`src/rtl/latch_if.sv`:
```
// latch_if: drive and return signals between the exerciser and the latch block under test.
interface latch_if;
   logic s;
   logic r;
   logic d;
   logic en;
   logic q1_in;
   logic q2_in;
   logic q3_in;
   modport master (output s, r, d, en, input q1_in, q2_in, q3_in);
   modport slave (input s, r, d, en, output q1_in, q2_in, q3_in);
endinterface

```
`src/rtl/latch_exerciser.sv`:
```
// latch_exerciser: sweeps 16 s/r/d/en vectors through an external latch block after an init step,
// checking synchronized q1..q3 against a reference model and recording the first failing step.
module latch_exerciser #(
   parameter int SETTLE_CYCLES = 4,
   parameter int ERR_W = 8
) (
   input  logic             clk,
   input  logic             reset_n,
   input  logic             start,
   latch_if.master          lb,
   output logic             busy,
   output logic             done,
   output logic             pass,
   output logic [ERR_W-1:0] err_count,
   output logic [4:0]       fail_vec,
   output logic [2:0]       fail_mask
);
   localparam int CW = $clog2(SETTLE_CYCLES + 1);
   typedef enum logic [2:0] {IDLE, INIT, DRIVE, SETTLE, CHECK, DONE} state_t;
   state_t state, next;
   logic [CW-1:0] cnt;
   logic [4:0] step, step_nxt;
   logic [3:0] drv, drv_nxt;
   logic [2:0] xp, xp_nxt, sync1, sync2, mism;
   logic ds, dr, dd, den;
   always_ff @(posedge clk or negedge reset_n) begin
      if (!reset_n) state <= IDLE;
      else state <= next;
   end
   always_comb begin
      next = state;
      case (state)
         IDLE, DONE: next = start ? INIT : state;
         INIT, DRIVE: next = SETTLE;
         SETTLE: next = (cnt == CW'(1)) ? CHECK : SETTLE;
         CHECK: next = (step == 5'd15) ? DONE : DRIVE;
         default: next = IDLE;
      endcase
   end
   // step 16 is the init step, so the vector after it wraps to 0
   always_comb begin
      step_nxt = step[4] ? 5'd0 : step + 5'd1;
      drv_nxt = (next == INIT) ? 4'b0101 : (next == DRIVE) ? step_nxt[3:0] :
                (next == DONE) ? {2'b00, drv[1], 1'b0} : drv;
      {ds, dr, dd, den} = drv_nxt;
      xp_nxt = (next == INIT) ? 3'b000 :
               (next == DRIVE) ? {dr ? 1'b0 : ds ? 1'b1 : den ? dd : xp[2],
                                  dr ? 1'b0 : ds ? 1'b1 : xp[1],
                                  den ? dd : xp[0]} : xp;
      mism = sync2 ^ xp;
   end
   assign {lb.s, lb.r, lb.d, lb.en} = drv;
   assign pass = done && (err_count == '0);
   always_ff @(posedge clk or negedge reset_n) begin
      if (!reset_n) begin
         sync1 <= '0;
         sync2 <= '0;
         drv <= '0;
         xp <= '0;
         cnt <= '0;
         step <= '0;
         busy <= 1'b0;
         done <= 1'b0;
         err_count <= '0;
         fail_vec <= '0;
         fail_mask <= '0;
      end else begin
         sync1 <= {lb.q3_in, lb.q2_in, lb.q1_in};
         sync2 <= sync1;
         drv <= drv_nxt;
         xp <= xp_nxt;
         cnt <= (state == INIT || state == DRIVE) ? CW'(SETTLE_CYCLES) :
                (state == SETTLE) ? cnt - CW'(1) : cnt;
         step <= (next == INIT) ? 5'd16 : (next == DRIVE) ? step_nxt : step;
         if (next == INIT) begin
            busy <= 1'b1;
            done <= 1'b0;
            err_count <= '0;
            fail_vec <= '0;
            fail_mask <= '0;
         end else if (state == CHECK) begin
            if (mism != 3'b000) begin
               if (!(&err_count)) err_count <= err_count + 1'b1;
               if (err_count == '0) begin
                  fail_vec <= step;
                  fail_mask <= mism;
               end
            end
            if (next == DONE) begin
               busy <= 1'b0;
               done <= 1'b1;
            end
         end
      end
   end
endmodule

```
`src/flat_wrapper.sv`:
```
// flat-port wrapper written by rule: the top's interface ports become plain ports
module latch_exerciser_flat 
#(
   parameter int SETTLE_CYCLES = 4,
   parameter int ERR_W = 8
)
  (clk, reset_n, start, busy, done, pass, err_count, fail_vec, fail_mask, lb_s, lb_r, lb_d, lb_en, lb_q1_in, lb_q2_in, lb_q3_in);
  latch_if lb_i ();
  input  logic clk;
  input  logic reset_n;
  input  logic start;
  output logic busy;
  output logic done;
  output logic pass;
  output logic [ERR_W-1:0] err_count;
  output logic [4:0] fail_vec;
  output logic [2:0] fail_mask;
  output wire logic [$bits(lb_i.s)-1:0] lb_s;
  output wire logic [$bits(lb_i.r)-1:0] lb_r;
  output wire logic [$bits(lb_i.d)-1:0] lb_d;
  output wire logic [$bits(lb_i.en)-1:0] lb_en;
  input wire logic [$bits(lb_i.q1_in)-1:0] lb_q1_in;
  input wire logic [$bits(lb_i.q2_in)-1:0] lb_q2_in;
  input wire logic [$bits(lb_i.q3_in)-1:0] lb_q3_in;
  assign lb_s = lb_i.s;
  assign lb_r = lb_i.r;
  assign lb_d = lb_i.d;
  assign lb_en = lb_i.en;
  assign lb_i.q1_in = lb_q1_in;
  assign lb_i.q2_in = lb_q2_in;
  assign lb_i.q3_in = lb_q3_in;
  latch_exerciser #(.SETTLE_CYCLES(SETTLE_CYCLES), .ERR_W(ERR_W)) u_core (.clk(clk), .reset_n(reset_n), .start(start), .lb(lb_i), .busy(busy), .done(done), .pass(pass), .err_count(err_count), .fail_vec(fail_vec), .fail_mask(fail_mask));
endmodule
```
`config.mk`:
```
export PLATFORM = sky130hd
export DESIGN_NAME = latch_exerciser_flat
export DESIGN_NICKNAME = d
export VERILOG_FILES = /design/src/rtl/latch_if.sv /design/src/rtl/latch_exerciser.sv /design/src/flat_wrapper.sv
export SDC_FILE = /design/constraint.sdc
export NUM_CORES = 1
export LEC_CHECK = 0
export ABC_AREA = 1
export BUFFER_PORTS_ARGS = -buffer_cell sky130_fd_sc_hd__buf_4
export CAP_MARGIN = 20
export CORE_MARGIN = 5
export CORE_UTILIZATION = 25
export CTS_CLUSTER_DIAMETER = 80
export DETAILED_ROUTE_END_ITERATION = 7
export GPL_TIMING_DRIVEN = 0
export PLACE_DENSITY = 0.52
export SETUP_SLACK_MARGIN = 0.3
export SLEW_MARGIN = 10
export SYNTH_ARGS = -nofsm -noshare
export SYNTH_HDL_FRONTEND = slang
export SYNTH_SLANG_ARGS = --single-unit
```
`constraint.sdc`:
```
create_clock -name clk -period 3.2 [get_ports clk]
set_input_delay 0.32 -clock clk [delete_from_list [all_inputs] [get_ports clk]]
set_output_delay 0.32 -clock clk [all_outputs]
set_load 0.03 [all_outputs]
```
==> results of run 1 <==
[area by class of cell]
cell class,instances,area (µm²)
Fill cell,877,5620
Inverter,43,164
Sequential cell,42,1050
Timing Repair Buffer,28,210
Multi-Input combinational cell,153,815
Tap cell,105,131
Clock inverter,2,12.5
Buffer,4,45.0
Clock buffer,6,82.6
[worst min path at each step]
stage | endpoint | slack [ns] | depth (start not counted)
detailed placement | u_core.sync2[1] | 0.34 | 0
finish | u_core.fail_mask[2] | 0.003 | 1
floorplan | u_core.busy | 0.02 | 0
CTS | u_core.fail_mask[2] | 0.02 | 1
global route | u_core.sync2[0] | 0.04 | 1
global placement | u_core.sync2[0] | 0.33 | 0
[cell families (layout without fill, tap and decap cells)]
group	Yosys count	after routing	synth area share (%)
DFF	42	42	50.7
buffers and inverters	47	83	10.1
and+or+nand+nor	110	110	25.0
adders and majority gates	5	5	3.02
xor gates and xnor gates	4	4	1.69
AOI/OAI and AO/OA	34	34	9.53
[power groups by stage]
stage	Combinational, mW	Clock, mW	Sequential [mW]
finish	0.730	0.363	0.705
global route	0.819	0.404	0.723
CTS	0.743	0.383	0.708
detailed placement	0.740	0	0.718
global placement	0.731	0	0.714
floorplan	0.467	0	0.776
[critical path, stage by stage (launching register included)]
cell and delay, ns:
dfrtp_1 0.41, inv_1 0.12, ha_1 0.17, inv_1 0.04, nor4_1 0.46, inv_1 0.10, nor2_1 0.10, buf_4 0.16
[state kept, by name, summed over array words and instances, names as in the netlist]
register	count
u_core.err_count	8
u_core.fail_vec	5
u_core.step	5
u_core.drv	4
u_core.cnt	3
u_core.fail_mask	3
u_core.state	3
u_core.sync1	3
u_core.sync2	3
u_core.xp	3
u_core.busy	1
u_core.done	1
[per-stage QoR]
stage                     total power, mW  hold slack (ns)  std cells  area, µm²
after floorplan                      1.24           0.0244        242       2070
after global placement               1.44            0.335        375       2420
after detailed placement             1.46            0.337        375       2420
after CTS                            1.83           0.0220        383       2510
after global routing                 1.95           0.0383        383       2510
final                                1.80          0.00282        383       2510
[cell usage in the layout, fill, tap and decap left out, types with 2 or more instances in the layout]
| cell type | instances |
|---|---|
| nand2_2 | 5 |
| inv_2 | 2 |
| nand4_1 | 7 |
| nand2_1 | 56 |
| o21ai_2 | 2 |
| nor2_1 | 13 |
| o21ai_0 | 15 |
| nand3_1 | 15 |
| a21oi_1 | 5 |
| buf_4 | 28 |
| ha_1 | 5 |
| buf_6 | 4 |
| a31oi_1 | 5 |
| inv_1 | 40 |
| or2_2 | 2 |
| dfrtp_1 | 42 |
| xnor2_1 | 3 |
| nor3_1 | 3 |
| nor2_2 | 3 |
| clkbuf_8 | 6 |
| o21ai_1 | 2 |
| nand2_4 | 2 |
[metal layers]
| layer | GRT usage (%) | share of wire, % | vias up |
|---|---|---|---|
| met5 | 0 | 0 | - |
| met3 | 2.84 | 4.7 | 6 |
| met4 | 2.15 | 0.79 | 0 |
| met1 | 13.3 | 50 | 773 |
| li1 | - | - | 842 |
| met2 | 13.7 | 45 | 26 |
==> results.sh, run 1 <==
export IMPL_startpoint_type="flip-flop"
export IMPL_synth_most_common_cell="nand2_1"
export IMPL_fin_ws_ns=1.03
export IMPL_async_flop_share_pct=100
export IMPL_viasPerCell=4.30
export IMPL_fin_skew_ns=0.00750
export IMPL_critical_path_class="reg2out"
export IMPL_ios=29
export IMPL_synth_top_cells_by_count="nand2_1 (56), dfrtp_1 (42), inv_1 (40)"
export IMPL_maxCapViolCount=0
export IMPL_synth_top_area_share_pct=50.7
export IMPL_slew_headroom_pct=64.5
export IMPL_tns_ns=0
export IMPL_synth_area_mm2=0.00207
export IMPL_clockBufferDepth=2
export IMPL_synthesis_nets=253
export IMPL_start_util_pct=25.5
export IMPL_grtUsageTotal_pct=9.30
export IMPL_crit_start="u_core.err_count[0]"
export IMPL_core_area_mm2=0.00813
export IMPL_dr_total_vias=1647
export IMPL_tritoncts="yes"
export IMPL_arrival_ns=1.85
export IMPL_yosys_register_bits=42
export IMPL_first_pass_iters=4
export IMPL_path_clk_slew_ns=0.08
export IMPL_setup_worst_path_end="pass"
export IMPL_p_comb_share_pct=40.6
export IMPL_drt_wl_total_um=4430
export IMPL_synthCells=242
export IMPL_rows=33
export IMPL_hold_buffers=0
export IMPL_grt_overflow_total=0
export IMPL_worst_r2r_cell_count=9
export IMPL_ys_seq_area_share_pct=50.7
export IMPL_grt_antenna_before_repair=0
export IMPL_power_net_switching_mw=0.731
export IMPL_grt_pass1_wl_um=7600
export IMPL_tightest_slew_ns=0.529
export IMPL_root_buffer="clkbuf_8"
export IMPL_synth_area_leaders="dfrtp_1 (51%), nand2_1 (10%), inv_1 (7.2%), nand3_1 (3.6%), o21ai_0 (3.6%)"
export IMPL_grt_pass1_vias=1571
export IMPL_finalCritPeriodShare_pct=67.7
export IMPL_critPathCaptureType="primary output"
export IMPL_cts_made_buffers=5
export IMPL_drive_gt1_share_pct=21.2
export IMPL_peakVddDrop_mv=0.326
export IMPL_nets=288
export IMPL_dieArea_mm2=0.0102
export IMPL_postLayoutCoreUtil_pct=30.9
export IMPL_p_seq_share_pct=39.2
export IMPL_fin_crit_ns=2.17
export IMPL_avgSynthCellArea_um2=8.57
export IMPL_p_leak_nw=1.31
export IMPL_die_w_um=101
export IMPL_clkLatencyLatePin_ns=0.30
export IMPL_cp_max_fo=4
export IMPL_synth_distinct_cells=31
export IMPL_p_per_area_mw_per_mm2=716
export IMPL_yosysWarningCount=0
export IMPL_reg2reg_slack_ns=1.12
export IMPL_drtAntennaViolNets=0
export IMPL_postCtsSetupBuffers=0
export IMPL_wl_per_cell_um=11.6
export IMPL_reg2reg_from="u_core.err_count[0]"
export IMPL_worstPathRequired_ns=2.88
export IMPL_slew_viol_final=0
export IMPL_rsz0062_at_grt="no"
export IMPL_gp_congestion=0.824
export IMPL_final_setup_viol_count=0
export IMPL_yosysTopAreaCell="dfrtp_1"
export IMPL_hold_viol_final=0
export IMPL_cts_resized=0
export IMPL_cts_sinks=42
export IMPL_outcome="complete, no violations"
export IMPL_syn_to_final_growth_pct=21.0
export IMPL_grt_max_degree=43
export IMPL_antenna_cells=0
export IMPL_hold_class="in2async"
export IMPL_drc=0
export IMPL_hpwlAfterDp_um=3260
export IMPL_drt_iter0_drc=56
export IMPL_dpl_worst_slack_ns=1.13
export IMPL_synth_edf_count=0
export IMPL_swShare_pct=40.6
export IMPL_placement_io_buffers=28
export IMPL_htree_levels=2
export IMPL_r2r_end="u_core.fail_mask[2]"
export IMPL_die_h_um=101
export IMPL_internal_power_mw=1.07
export IMPL_synthFlopType="dfrtp_1"
export IMPL_clock_fmax_mhz=461
export IMPL_p_clk_share_pct=20.2
(Power assumes the default switching activity.)
==> inputs of run 2 (changes only) <==
Settings changed: ABC_AREA 1 to 0, PLACE_DENSITY 0.52 to 0.53.
Clock period 3.2 ns to 1.8 ns, I/O delays scaled along.
==> run 2 against run 1 <==
Against the previous run: hold slack improved by 0.20 ns; via count grew 21%; cell area up 39%; register-to-register slack worse by 1.0 ns; count of clock-buffer cells in the layout rose by 1; sequential share of layout area shrank 11 points; worst setup slack worse by 1.0 ns.
==> results.sh, run 2 <==
export IMPL_synth_area_mm2=0.00219
export IMPL_die_h_um=104
export IMPL_fin_ws_ns=0.0135
export IMPL_tritoncts="yes"
export IMPL_place_area_mm2=0.00262
export IMPL_dr_total_vias=2001
export IMPL_cts_made_buffers=5
export IMPL_fin_crit_ns=1.79
export IMPL_antenna_cells=0
export IMPL_crit_chain="nor4_4 > and3_1 > clkbuf_8 > and2_4 > buf_6"
export IMPL_fin_skew_ns=0.00819
export IMPL_drt_wl_total_um=6380
export IMPL_final_area_mm2=0.00350
export IMPL_cp_top_family="simple AND/OR/NAND/NOR gates"
export IMPL_slew_headroom_pct=63.1
export IMPL_path_buf_inv=2
export IMPL_grt_pass1_vias=1895
export IMPL_grt_max_degree=43
export IMPL_synth_edf_count=0
export IMPL_synth_top_area_share_pct=47.9
export IMPL_slew_viol_final=0
export IMPL_reg_largest_list="u_core.err_count x8, u_core.fail_vec x5, u_core.step x5"
export IMPL_critPathCaptureType="primary output"
export IMPL_drc=0
export IMPL_largest_reg_flops=8
export IMPL_drt_iter0_drc=115
export IMPL_gp_congestion=0.796
export IMPL_worst_r2r_cell_count=7
export IMPL_drive_gt1_share_pct=52.6
export IMPL_synth_distinct_cells=52
export IMPL_synthFlopType="dfrtp_1"
export IMPL_ios=29
export IMPL_finalCritPeriodShare_pct=99.2
export IMPL_cts_sinks=42
export IMPL_hpwlAfterDp_um=3770
export IMPL_viasPerCell=4.81
export IMPL_outcome="complete, no violations"
export IMPL_core_area_mm2=0.00864
export IMPL_grtUsageTotal_pct=11.0
export IMPL_grt_pass1_wl_um=9740
export IMPL_slowest_delay_ns=0.44
export IMPL_hold_class="in2reg"
export IMPL_hold_ws_ns=0.203
export IMPL_root_buffer="clkbuf_8"
export IMPL_cp_max_fo=2
export IMPL_yosysTopAreaCell="dfrtp_1"
export IMPL_maxCapViolCount=0
export IMPL_clock_fmax_mhz=560
export IMPL_synth_top_cells_by_count="dfrtp_1 (42), a21oi_1 (19), nand2_1 (17)"
export IMPL_final_cell_mix="buf_4 (61), dfrtp_1 (32), buf_6 (18)"
export IMPL_multiInputGateArea_mm2=0.00136
export IMPL_tightest_slew_ns=0.553
export IMPL_ys_seq_area_share_pct=47.9
export IMPL_hold_viol_final=0
export IMPL_htree_levels=2
export IMPL_syn_to_final_growth_pct=59.5
export IMPL_drtAntennaViolNets=0
export IMPL_min_path_cells=4
export IMPL_dieArea_mm2=0.0107
export IMPL_layout_commonest_cell="buf_4"
export IMPL_regArea_mm2=0.00106
export IMPL_path_clk_slew_ns=0.08
export IMPL_rows=34
export IMPL_avgSynthCellArea_um2=9.79
export IMPL_regMostFlops="u_core.err_count"
export IMPL_grt_antenna_before_repair=0
export IMPL_critical_path_class="reg2out"
export IMPL_synth_most_common_cell="dfrtp_1"
export IMPL_nFillCells=859
export IMPL_wl_per_cell_um=15.3
export IMPL_synthesis_nets=235
export IMPL_start_util_pct=25.4
export IMPL_yosysWarningCount=0
export IMPL_dpl_worst_slack_ns=-0.0511
export IMPL_clockBufferDepth=2
export IMPL_arrival_ns=1.61
export IMPL_first_pass_iters=4
export IMPL_yosys_register_bits=42
export IMPL_grt_overflow_total=0
export IMPL_synthCells=224
export IMPL_startpoint_type="flip-flop"
export IMPL_crit_slowest_cell="dfrtp_2"
export IMPL_p_per_area_mw_per_mm2=1320
export IMPL_worstPathRequired_ns=1.62
export IMPL_peakVddDrop_mv=0.536
export IMPL_rsz0062_at_grt="yes"
export IMPL_cp_depth=5
export IMPL_placement_io_buffers=28
export IMPL_async_flop_share_pct=100
export IMPL_nets=318
export IMPL_synth_area_leaders="dfrtp_1 (48%), a21oi_1 (4.3%), nand3_1 (3.4%), o21ai_0 (3.4%), nand2_1 (2.9%)"
export IMPL_clkLatencyLatePin_ns=0.31
export IMPL_p_leak_nw=1.54
export IMPL_die_w_um=104
export IMPL_final_setup_viol_count=0
==> run 2: cell count changes after synthesis, moves of 6 or more <==
cell,before,now
inv_1,40,13
o31ai_1,1,7
a21oi_1,5,19
nand2_1,56,17
==> run 2: metrics by stage <==
| step | cells | util, % | setup TNS [ns] | power (mW) |
|---|---|---|---|---|
| after floorplan | 224 | - | 0 | 2.68 |
| after global placement | 360 | 30.3 | -0.172 | 3.26 |
| after detailed placement | 360 | 30.3 | -0.0696 | 3.27 |
| after CTS | 393 | 36.0 | -0.0191 | 4.30 |
| after global routing | 416 | 40.5 | -0.0438 | 4.92 |
| final | 416 | 40.5 | 0 | 4.62 |
==> run 2: final timing paths <==
kind	start	to	slack, ns
worst max-delay path	u_core.err_count[6]	pass	0.01
worst min-delay path	start	u_core.state[2]	0.20
worst max register to register	u_core.err_count[0]	u_core.err_count[7]	0.10
worst min register to register	u_core.sync1[0]	u_core.sync2[0]	0.35
max in group asynchronous	reset_n	u_core.err_count[6]	0.99
min in group asynchronous	reset_n	u_core.cnt[1]	0.40
==> run 2: logic make-up (layout without fill, tap and decap cells) <==
| kind of cell | count (synthesis) | count (layout) | synth area share, % |
|---|---|---|---|
| compound gates | 62 | 62 | 18.4 |
| xor+xnor | 9 | 9 | 3.60 |
| fa+ha+maj | 5 | 5 | 2.85 |
| buf+inv | 27 | 111 | 6.45 |
| flops | 42 | 42 | 47.9 |
| mux | 4 | 4 | 1.88 |
| simple gates | 75 | 75 | 18.8 |
==> run 2: timing repair <==
item	4_1_cts	5_1_grt
pin swaps	18	27
setup buffers	20	23
cloned	1	0
endpoints found under the hold margin	45	0
resized for setup	49	51
hold buffers	4	0
endpoints found under the setup margin	30	35
==> run 2: layer usage <==
| metal | part of all wire (%) | global-route usage [%] |
|---|---|---|
| met5 | 0 | 0 |
| met4 | 1.6 | 5.25 |
| met3 | 2.4 | 2.11 |
| met2 | 51 | 17.3 |
| met1 | 45 | 14.6 |
==> run 2: final cells by class <==
class | count | share of cell area [%]
plain buffers | 14 | 4.44
well taps | 108 | 3.86
clock inverters | 1 | 0.250
multi-input cells | 155 | 38.9
flip-flops and latches | 42 | 30.4
inverters | 13 | 1.40
repair buffers | 76 | 18.2
clock buffers | 7 | 2.47
==> run 2: worst register-to-register path, stage by stage (launching register included) <==
cell and delay [ns]:
dfrtp_2 0.45, ha_4 0.17, and3_4 0.17, and2_4 0.16, buf_8 0.13, buf_4 0.13, o31ai_2 0.27, a21oi_1 0.10
==> run 2: power breakdown <==
part	total (mW)	switching, mW	leakage (nW)	internal, mW
clock network	0.680	0.362	0.0489	0.318
logic	2.41	1.35	0.982	1.06
registers	1.53	0.296	0.509	1.24
total	4.62	2.01	1.54	2.62
